==> src/rtl/ram64_arbiter.sv <==
// Round-robin arbiter/sequencer sharing one ram64 (sync write, comb read) between two requesters.
// Optional power-up clear sweep of all 64 words is enabled by defining RAM64_ARB_CLEAR_EN.
module ram64_arbiter #(
  parameter int WIDTH  = 16,
  parameter int AWIDTH = 6
) (
  input  logic              clk,
  input  logic              reset,
  input  logic              req0,
  input  logic [AWIDTH-1:0] addr0,
  input  logic [WIDTH-1:0]  din0,
  input  logic              we0,
  output logic              ack0,
  output logic [WIDTH-1:0]  dout0,
  input  logic              req1,
  input  logic [AWIDTH-1:0] addr1,
  input  logic [WIDTH-1:0]  din1,
  input  logic              we1,
  output logic              ack1,
  output logic [WIDTH-1:0]  dout1,
  output logic [AWIDTH-1:0] mem_address,
  output logic [WIDTH-1:0]  mem_in,
  output logic              mem_load,
  input  logic [WIDTH-1:0]  mem_out,
  output logic              busy
);

  // Handshake: a requester raises reqN with addrN/dinN/weN stable and holds
  // them until ackN pulses for one cycle; reqN still high in the IDLE cycle
  // after the ack is a fresh request.
`ifdef RAM64_ARB_CLEAR_EN
  typedef enum logic [1:0] {INIT, IDLE, ACCESS, ACK} state_t;
  localparam state_t RESET_STATE = INIT;
`else
  typedef enum logic [1:0] {IDLE, ACCESS, ACK} state_t;
  localparam state_t RESET_STATE = IDLE;
`endif

  state_t state, state_next;
  logic   gnt;
  logic   last_grant;
  logic   grant_sel;
  logic   any_req;

  logic [AWIDTH-1:0] sel_addr;
  logic [WIDTH-1:0]  sel_din;
  logic              sel_we;

`ifdef RAM64_ARB_CLEAR_EN
  logic [AWIDTH-1:0] cnt;
`endif

  assign any_req  = req0 | req1;
  assign sel_addr = gnt ? addr1 : addr0;
  assign sel_din  = gnt ? din1  : din0;
  assign sel_we   = gnt ? we1   : we0;

  // Contention goes to whoever was not served last.
  always_comb begin
    grant_sel = 1'b0;
    if (req0 && req1) grant_sel = ~last_grant;
    else if (req1)    grant_sel = 1'b1;
  end

  always_ff @(posedge clk or posedge reset) begin
    if (reset) state <= RESET_STATE;
    else       state <= state_next;
  end

  always_comb begin
    state_next  = state;
    mem_address = '0;
    mem_in      = '0;
    mem_load    = 1'b0;
    case (state)
      IDLE: begin
        if (any_req) state_next = ACCESS;
      end
      ACCESS: begin
        mem_address = sel_addr;
        mem_in      = sel_din;
        mem_load    = sel_we;
        state_next  = ACK;
      end
      ACK: begin
        state_next = IDLE;
      end
`ifdef RAM64_ARB_CLEAR_EN
      INIT: begin
        mem_address = cnt;
        mem_load    = 1'b1;
        if (cnt == '1) state_next = IDLE;
      end
`endif
      default: state_next = RESET_STATE;
    endcase
    // Reset kills the RAM strobe at once so an in-flight write is aborted.
    if (reset) begin
      mem_address = '0;
      mem_in      = '0;
      mem_load    = 1'b0;
    end
  end

  always_ff @(posedge clk or posedge reset) begin
    if (reset) begin
      gnt        <= 1'b0;
      last_grant <= 1'b1;
      ack0       <= 1'b0;
      ack1       <= 1'b0;
      dout0      <= '0;
      dout1      <= '0;
    end else begin
      ack0 <= (state == ACCESS) && !gnt;
      ack1 <= (state == ACCESS) &&  gnt;
      if (state == IDLE && any_req) begin
        gnt        <= grant_sel;
        last_grant <= grant_sel;
      end
      if (state == ACCESS && !sel_we) begin
        if (gnt) dout1 <= mem_out;
        else     dout0 <= mem_out;
      end
    end
  end

`ifdef RAM64_ARB_CLEAR_EN
  always_ff @(posedge clk or posedge reset) begin
    if (reset)               cnt <= '0;
    else if (state == INIT)  cnt <= cnt + 1'b1;
  end

  assign busy = (state == INIT);
`else
  assign busy = 1'b0;
`endif

endmodule

==> config.mk <==
export PLATFORM = sky130hd
export DESIGN_NAME = ram64_arbiter
export DESIGN_NICKNAME = d
export VERILOG_FILES = /design/src/rtl/ram64_arbiter.sv
export SDC_FILE = /design/constraint.sdc
export NUM_CORES = 1
export LEC_CHECK = 0
export ABC_AREA = 1
export CAP_MARGIN = 20
export CORE_MARGIN = 4
export CORE_UTILIZATION = 40
export CTS_CLUSTER_DIAMETER = 80
export CTS_CLUSTER_SIZE = 20
export DETAILED_ROUTE_END_ITERATION = 10
export PLACE_DENSITY = 0.85
export SLEW_MARGIN = 20
export SYNTH_ARGS = -nofsm -noshare
export SYNTH_HDL_FRONTEND = slang
export SYNTH_SLANG_ARGS = --single-unit
==> constraint.sdc <==
create_clock -name clk -period 5.3 [get_ports clk]
set_clock_uncertainty 0.2 [all_clocks]
set_input_delay 1.325 -clock clk [delete_from_list [all_inputs] [get_ports clk]]
set_output_delay 1.325 -clock clk [all_outputs]
set_load 0.1 [all_outputs]
Word-level counts from Yosys, hierarchy flattened
Index checks and enable logic that the tools add are counted.
{"block": "word_totals", "regBits": 38, "latchBits": 0, "mem_bits_rw": 0, "rom_bits": 0, "inputBits": 66, "out_inout_bits": 58, "word_cells": 35, "n_memories": 0}
{"block": "op_classes", "add_sub_neg": 0, "mul": 0, "div_mod_pow": 0, "order_cmp": 0, "n_eq_ne": 2, "shift": 0, "mux": 13, "bitwise_logic": 3, "n_reduce_logical": 10}
{"cell": "16-bit two-way mux", "count": 3}
{"cell": "6-bit two-way mux", "count": 3}
{"cell": "1-bit logical AND", "count": 5}
{"cell": "1-bit two-way mux", "count": 5}
{"cell": "2-bit case mux with 2 select lines", "count": 1}
{"cell": "2-bit AND reduction", "count": 2}
{"cell": "2-bit by 1-bit equality test with 1-bit output, second input constant", "count": 1}
{"cell": "1-bit logical NOT", "count": 2}
{"cell": "2-bit logical NOT", "count": 1}
{"cell": "2-bit two-way mux", "count": 1}
{"cell": "2-bit != test, second input constant", "count": 1}
{"cell": "1-bit NOT", "count": 2}
{"cell": "1-bit bitwise OR", "count": 1}

Logic depth before layout (Yosys ltp)
Gate-level depths: netlist (run 1).
{"block": "depth", "ltp_word": 4, "ltp_mapped": 7, "depth_no_buf": 5}

Least setup slack after synthesis (run 1)
Ideal clock, no wire load.
{"block": "synth_timing", "path_kind": "input to output", "from": "input reset", "to": "output mem_load", "t_arrival_ps": 3656, "required_time_ps": 3775, "slack_ps": 119, "cell_stages": 3, "n_path_buf": 0, "cell_sequence": "inv_1 -> o21ai_0 -> nor2_1"}
{"block": "synth_between", "elab_chain_len": 1}
{"item": "from (decl)", "line_no": "8", "source": "input logic reset,"}
{"item": "1-bit two-way mux", "line_no": "98", "source": "if (reset) begin"}
{"item": "to (decl)", "line_no": "23", "source": "output logic mem_load,"}
Every way passes these cells.

Worst setup path after layout (run 1)
Ends and elaborated chain as after synthesis.

==> flow_metrics.tcl, run 1 <==
set metrics [dict create \
    status "finished, final reports clean" \
    timing.rr.end "dout1[9]" \
    worstMarginPinSlew_ns 1.046 \
    synthTopCellsByCount "nand2_1 (160), dfrtp_1 (37), nand3_1 (33), nor2_1 (26), buf_4 (7)" \
    hold-path-cell-count 2 \
    clkTransAtPathRegs_ns 0.07 \
    yosysMostFrequentCell "nand2_1" \
    insertedDiodeCount 0 \
    die_w_um 79.87 \
    min_period_over_period_pct 84.86 \
    synth_top_area_share_pct 44.82 \
    synth_edf_count 0 \
    core_area_um2 4848 \
    ff2ff_path_depth 5 \
    synth_ff_type "dfrtp_1" \
    ys_types 19 \
    end_kind "output port" \
    hp-class "reg2reg" \
    syn_area_um2 2066 \
    worstSetupPathType "in2out" \
    gr-total-overflow 0 \
    hpwl_mm 4.486 \
    ys_seq_area_share_pct 46.09 \
    antenna_found_initial 0 \
    fin_setup_tns_ns 0 \
    ant_nets 0 \
    wirelength_mm 6.253 \
    startpoint_type "primary input" \
    cts_hold_buf 0 \
    netlist_top_cells_area "dfrtp_1 (45%), nand2_1 (29%), nand3_1 (8.0%)" \
    cts_resized 0 \
    syn_nets 356 \
    worst_ep_arrival_time_ns 2.97 \
    numPortBuffers 122 \
    fin_nets 468 \
    via_count 2170 \
    drv_slew 0 \
    clockBufferDepth 2 \
    crit-reg2reg-launch "gnt" \
    relSlewSlack_pct 30.26 \
    die_area_um2 6378 \
    hold_violations 0 \
    ioPinCount 124 \
    rsz0062_at_grt "no" \
    cts_tree "yes" \
    ys_seq_elements 38 \
    grt_pass1_vias 2022 \
    crit_path_max_fanout 23 \
    drive_above_1_share_pct 9.677 \
    start_util_pct 42.61 \
    yosysTopAreaCell "dfrtp_1" \
    synth_area_per_cell_um2 7.123 \
    min_from "dout1[0]" \
    die_h_um 79.87 \
    num_rows 25 \
    post_cts_buffers 0 \
    grt_pass1_wl_mm 9.880 \
    htree_levels 2 \
    synthArstFlopShare_pct 100.0 \
    clock_sinks 38 \
    setup_viol 0 \
    wl_per_cell_um 13.30 \
    cp.required_ns 3.77 \
    drtIter0Drc 106 \
    timing.fmax_mhz 222.3 \
    clock_latency_ns 0.28 \
    syn_to_final_growth_pct 59.48 \
    clockRootBuffer "clkbuf_8" \
    synthCells 290 \
    grt_max_degree 59 \
    viasPerCell 4.617 \
    finalCriticalPeriod_ns 4.498 \
    drv_cap 0 \
    ys_warn_count 0 \
    hold_end "dout1[0]" \
    rrSetupSlack_ns 2.91 \
    drc 0 \
    cts_buffers 5 \
    place_congestion 0.8418 \
    grt_usage_pct 19.66 \
    firstDrtPassIters 4 \
]
-- layout make-up --
class	count	area, µm²
Clock buffer	7	86.33
Clock inverter	1	5.005
Fill cell	413	1554
Inverter	7	28.78
Multi-Input combinational cell	227	954.7
Sequential cell	38	952.2
Tap cell	67	83.83
Timing Repair Buffer	123	1184
-- worst max path at each step --
stage          start  endpoint  slack, ns  depth (start not counted)
3_3_place_gp   reset  mem_load       0.89                          5
3_5_place_dp   reset  mem_load       0.87                          5
2_1_floorplan  reset  mem_load       0.12                          3
4_1_cts        reset  mem_load       0.86                          5
5_1_grt        reset  mem_load       0.72                          5
6_report       reset  mem_load       0.80                          5
-- worst max-delay path: stages --
cell	delay (ns)
clkdlybuf4s50_1	0.86
inv_1	0.21
o21ai_0	0.11
nor2_1	0.24
buf_12	0.21
-- cells by family (layout without fill, tap and decap cells) --
group	count (synthesis)	count (layout)	synth area share (%)
compound gates	2	2	0.4841
buf+inv	25	138	7.692
flops	38	38	46.09
other cells	1	1	0.1815
simple gates	224	224	45.55
-- metrics by stage --
step | hold slack, ns | instances | cell area [µm²] | utilization, % | worst slack [ns]
finish | 0.2692 | 470 | 3294 | 67.95 | 0.8024
global route | 0.2860 | 470 | 3294 | 67.95 | 0.7248
CTS | 0.2747 | 470 | 3294 | 67.95 | 0.8638
detailed placement | 0.2584 | 462 | 3203 | 66.06 | 0.8718
global placement | 0.2528 | 462 | 3203 | 66.06 | 0.8863
floorplan | 0.2425 | 290 | 2066 | - | 0.1191
-- registers in the layout (all words and copies together) (netlist names) --
name and count:
state 2, gnt 1, dout1 16, last_grant 1, ack1 1, dout0 16
ack0 1
-- placed cells by master (no fill, tap or decap) --
| cell type | netlist | layout |
|---|---|---|
| buf_12 | 0 | 1 |
| buf_4 | 7 | 23 |
| clkbuf_1 | 1 | 1 |
| clkbuf_8 | 0 | 6 |
| clkdlybuf4s50_1 | 0 | 99 |
| clkinv_2 | 0 | 1 |
| conb_1 | 1 | 1 |
| dfrtp_1 | 37 | 37 |
| dfstp_2 | 1 | 1 |
| inv_1 | 5 | 5 |
| inv_2 | 1 | 1 |
| inv_4 | 1 | 1 |
| nand2_1 | 160 | 160 |
| nand2_2 | 1 | 1 |
| nand2_4 | 1 | 1 |
| nand3_1 | 33 | 33 |
| nor2_1 | 26 | 26 |
| nor2_8 | 3 | 3 |
| o21ai_0 | 1 | 1 |
| o21ai_1 | 1 | 1 |
-- per-layer routing --
metal  global-route usage, %  wire, µm  part of all wire, %
met2                   34.31      3166                   51
met4                   6.419       117                  1.9
met5                       0         0                    0
met3                   4.063       321                  5.1
met1                   24.11      2646                   42
Power of run 1 is left out: the tool's default activity adds up to more than one toggle a clock period on the data nets, which glitch-free logic cannot reach.
==> run 2, diff against run 1 <==
- CORE_UTILIZATION: 40 -> 34
- PLACE_DENSITY: 0.85 -> 0.77
- clock period: 5.3 -> 4.04 ns (I/O delays scaled with it)
==> flow_metrics.tcl, run 2 (synthesis gave the netlist of run 1 again) <==
set metrics [dict create \
    status "finished, final reports clean" \
    startpoint_type "primary input" \
    clkTransAtPathRegs_ns 0.07 \
    final_common_cell "nand2_1" \
    worstMarginPinSlew_ns 1.027 \
    routed-wl-met3_um 312 \
    clockBufferDepth 2 \
    min_period_over_period_pct 87.80 \
    gr-total-overflow 0 \
    post_cts_buffers 0 \
    wl_met1_mm 2.626 \
    antenna_found_initial 0 \
    hp-class "reg2reg" \
    grt_pass1_wl_mm 10.42 \
    cts_resized 0 \
    whs_ns 0.2680 \
    drive_above_1_share_pct 10.40 \
    top_layer "met4" \
    grt_max_degree 59 \
    hold-path-cell-count 2 \
    grt_usage_pct 18.00 \
    numPortBuffers 122 \
    hold_violations 0 \
    ff2ff_path_depth 5 \
    cts_buffers 5 \
    slowest_delay_ns 0.58 \
    num-fill-cells 538 \
    rsz0062_at_grt "no" \
    cp.required_ns 2.83 \
    place_congestion 0.7836 \
    fin_setup_tns_ns 0 \
    die_w_um 85.95 \
    clock_latency_ns 0.28 \
    drv_cap 0 \
    wl_per_cell_um 13.88 \
    hpwl_mm 5.074 \
    core_area_um2 5921 \
    dp_slack_ns 0.5120 \
    reg.largest.list "dout0 x16, dout1 x16, state x2" \
    ioPinCount 124 \
    htree_levels 2 \
    met2_length_mm 3.524 \
    firstDrtPassIters 4 \
    cp_slowest_cell "clkdlybuf4s50_1" \
    start_util_pct 34.89 \
    end_kind "output port" \
    relSlewSlack_pct 31.51 \
    finalWorstSetupSlack_ns 0.4929 \
    die_area_um2 7387 \
    die_h_um 85.95 \
    via_count 2206 \
    insertedDiodeCount 0 \
    ant_nets 0 \
    worst_ep_arrival_time_ns 2.34 \
    clock_sinks 38 \
    clockRootBuffer "clkbuf_8" \
    syn_to_final_growth_pct 74.20 \
    num_rows 28 \
    setup_viol 0 \
    drv_slew 0 \
    wirelength_mm 6.647 \
    cts_hold_buf 0 \
    worstSetupPathType "in2out" \
    fin_nets 469 \
    grt_pass1_vias 2134 \
    crit_path_max_fanout 16 \
    timing.fmax_mhz 281.9 \
    most-common-layout-cells "nand2_1 (160), clkdlybuf4s50_1 (99), dfrtp_1 (37)" \
    finalCriticalPeriod_ns 3.547 \
    drtIter0Drc 139 \
    viasPerCell 4.605 \
    drc 0 \
    cts_tree "yes" \
    path_cells "clkdlybuf4s50_1 -> buf_4 -> nor2_1 -> buf_12" \
]
## run 2: metal layers
layer / vias to the layer above / track usage, %
li1: 1108 / -
met1: 1014 / 20.90
met2: 67 / 32.03
met3: 17 / 3.842
met4: 0 / 7.194
met5: - / 0
## run 2: worst max-delay path, delay by kind of cell
kind	cells	cell delay, ns
buffers and inverters	3	1.08
AND/OR/NAND/NOR	1	0.25
## run 2: per-stage QoR
step | util [%] | area [µm²] | std cells
after floorplan | - | 2073 | 290
after global placement | 59.17 | 3503 | 471
after detailed placement | 59.17 | 3503 | 471
after CTS | 60.78 | 3598 | 479
after global routing | 60.78 | 3598 | 479
final | 60.78 | 3598 | 479
## run 2: path summary, 6_finish.rpt
path / start / endpoint / slack, ns
setup / recovery: reset / mem_address[5] / 0.49
hold / removal: last_grant / last_grant / 0.27
setup reg to reg: gnt / dout1[4] / 1.68
hold reg to reg: last_grant / last_grant / 0.27
max in group asynchronous: reset / last_grant / 2.05
min in group asynchronous: reset / dout0[10] / 1.24
## run 2: layout make-up
cell class | instances | area (µm²) | area share, %
timing repair buffer | 124 | 1466 | 40.75
multi-input combinational | 227 | 962.2 | 26.74
inverter | 7 | 28.78 | 0.7997
tap | 75 | 93.84 | 2.608
clock buffer | 6 | 82.58 | 2.295
sequential | 38 | 952.2 | 26.46
clock inverter | 2 | 12.51 | 0.3477
Power of run 2 is left out for the same reason.
==> run 3, diff against run 2 <==
- CAP_MARGIN: 20 -> not set
- CORE_MARGIN: 4 -> not set
- CTS_CLUSTER_DIAMETER: 80 -> 120
==> flow_metrics.tcl, run 3 (synthesis gave the netlist of run 1 again) <==
set metrics [dict create \
    antenna_found_initial 0 \
    timing.rr.end "dout1[3]" \
    drv_cap 0 \
    fin_setup_tns_ns 0 \
    hold_violations 0 \
    cts_buffers 5 \
    grt_usage_pct 19.93 \
    end_kind "output port" \
    place_congestion 0.8890 \
    ioPinCount 124 \
    hp-class "reg2reg" \
    most-common-layout-cells "nand2_1 (160), clkdlybuf4s50_1 (99), dfrtp_1 (37)" \
    reg.largest.list "dout0 x16, dout1 x16, state x2" \
    setup_viol 0 \
    num_rows 28 \
    worstMarginPinSlew_ns 1.045 \
    ff2ff_path_depth 5 \
    cts_hold_buf 0 \
    syn_to_final_growth_pct 74.02 \
    hold-path-cell-count 2 \
    min_period_over_period_pct 85.61 \
    grt_max_degree 59 \
    cp_slowest_cell "clkdlybuf4s50_1" \
    slowest_delay_ns 0.40 \
    drive_above_1_share_pct 10.15 \
    clkTransAtPathRegs_ns 0.07 \
    path_cells "clkdlybuf4s50_1 -> buf_4 -> inv_1 -> o21ai_0 -> nor2_4 -> buf_12" \
    grt_pass1_vias 2012 \
    cts_resized 0 \
    worstSetupPathType "in2out" \
    critPathBufInv 4 \
    hpwl_mm 4.540 \
    drc 0 \
    clockRootBuffer "clkbuf_8" \
    post_cts_buffers 0 \
    status "finished, final reports clean" \
    clock_sinks 38 \
    firstDrtPassIters 4 \
    htree_levels 2 \
    viasPerCell 4.674 \
    hold_end "last_grant" \
    gr-total-overflow 0 \
    via_count 2239 \
    wl_per_cell_um 13.04 \
    ant_nets 0 \
    die_w_um 79.95 \
    cp.required_ns 2.83 \
    cts_tree "yes" \
    num-fill-cells 552 \
    rrSetupSlack_ns 1.62 \
    drv_slew 0 \
    die_h_um 79.95 \
    startpoint_type "primary input" \
    finalCriticalPeriod_ns 3.459 \
    timing.fmax_mhz 289.1 \
    rsz0062_at_grt "no" \
    wirelength_mm 6.244 \
    final_common_cell "nand2_1" \
    cp_top_family "buffers and inverters" \
    relSlewSlack_pct 30.30 \
    numPortBuffers 122 \
    worst_ep_arrival_time_ns 2.25 \
    drtIter0Drc 96 \
    start_util_pct 35.10 \
    crit-reg2reg-launch "gnt" \
    fin_nets 469 \
    crit_path_max_fanout 23 \
    clock_latency_ns 0.28 \
    insertedDiodeCount 0 \
    core_area_um2 5886 \
    min_from "last_grant" \
    die_area_um2 6391 \
    clockBufferDepth 2 \
    grt_pass1_wl_mm 9.791 \
]
-- run 3: cell count changes in the layout (fill, tap and decap cells not counted), sizes merged --
cell | before | now
clkinvlp | 1 | 0
clkbuf | 6 | 7
-- run 3: worst reg2reg max path, cell delays in order (launching register included) --
cell	delay, ns
dfrtp_1	1.04
inv_4	0.31
nor2_8	0.35
nand2_4	0.20
nand2_1	0.15
nand2_1	0.06
-- run 3: worst max path at each step --
stage | from | slack, ns | to | cells past startpoint
2_1_floorplan | reset | 0.08 | mem_load | 3
3_3_place_gp | reset | 0.61 | mem_load | 6
3_5_place_dp | reset | 0.58 | mem_load | 6
4_1_cts | reset | 0.59 | mem_load | 6
5_1_grt | gnt | 0.50 | mem_in[4] | 6
6_report | reset | 0.58 | mem_load | 6
-- run 3: metal layers --
layer  routed length, µm  up-vias  GRT usage (%)  part of all wire [%]
met5                   0        -              0                     0
met4                 120        0          6.250                   1.9
met3                 405       12          4.457                   6.5
met2                3203       88          35.04                    51
met1                2514     1026          24.00                    40
li1                    -     1113              -                     -
-- run 3: metrics by stage --
step / std cells / hold slack [ns] / cell area (µm²) / utilization (%) / setup WS [ns]
after global routing: 479 / 0.2954 / 3595 / 61.08 / 0.4970
after CTS: 479 / 0.2674 / 3595 / 61.08 / 0.5851
final: 479 / 0.2683 / 3595 / 61.08 / 0.5813
after floorplan: 290 / 0.2425 / 2073 / - / 0.08288
after detailed placement: 471 / 0.2575 / 3503 / 59.52 / 0.5843
after global placement: 471 / 0.2506 / 3503 / 59.52 / 0.6124
-- run 3: cell type report --
class / count / area [µm²] / area share, %
Sequential cell: 38 / 952.2 / 26.49
Timing Repair Buffer: 124 / 1466 / 40.79
Inverter: 7 / 28.78 / 0.8006
Clock buffer: 7 / 86.33 / 2.402
Multi-Input combinational cell: 227 / 962.2 / 26.77
Tap cell: 75 / 93.84 / 2.611
Clock inverter: 1 / 5.005 / 0.1392
Power of run 3 is left out for the same reason.
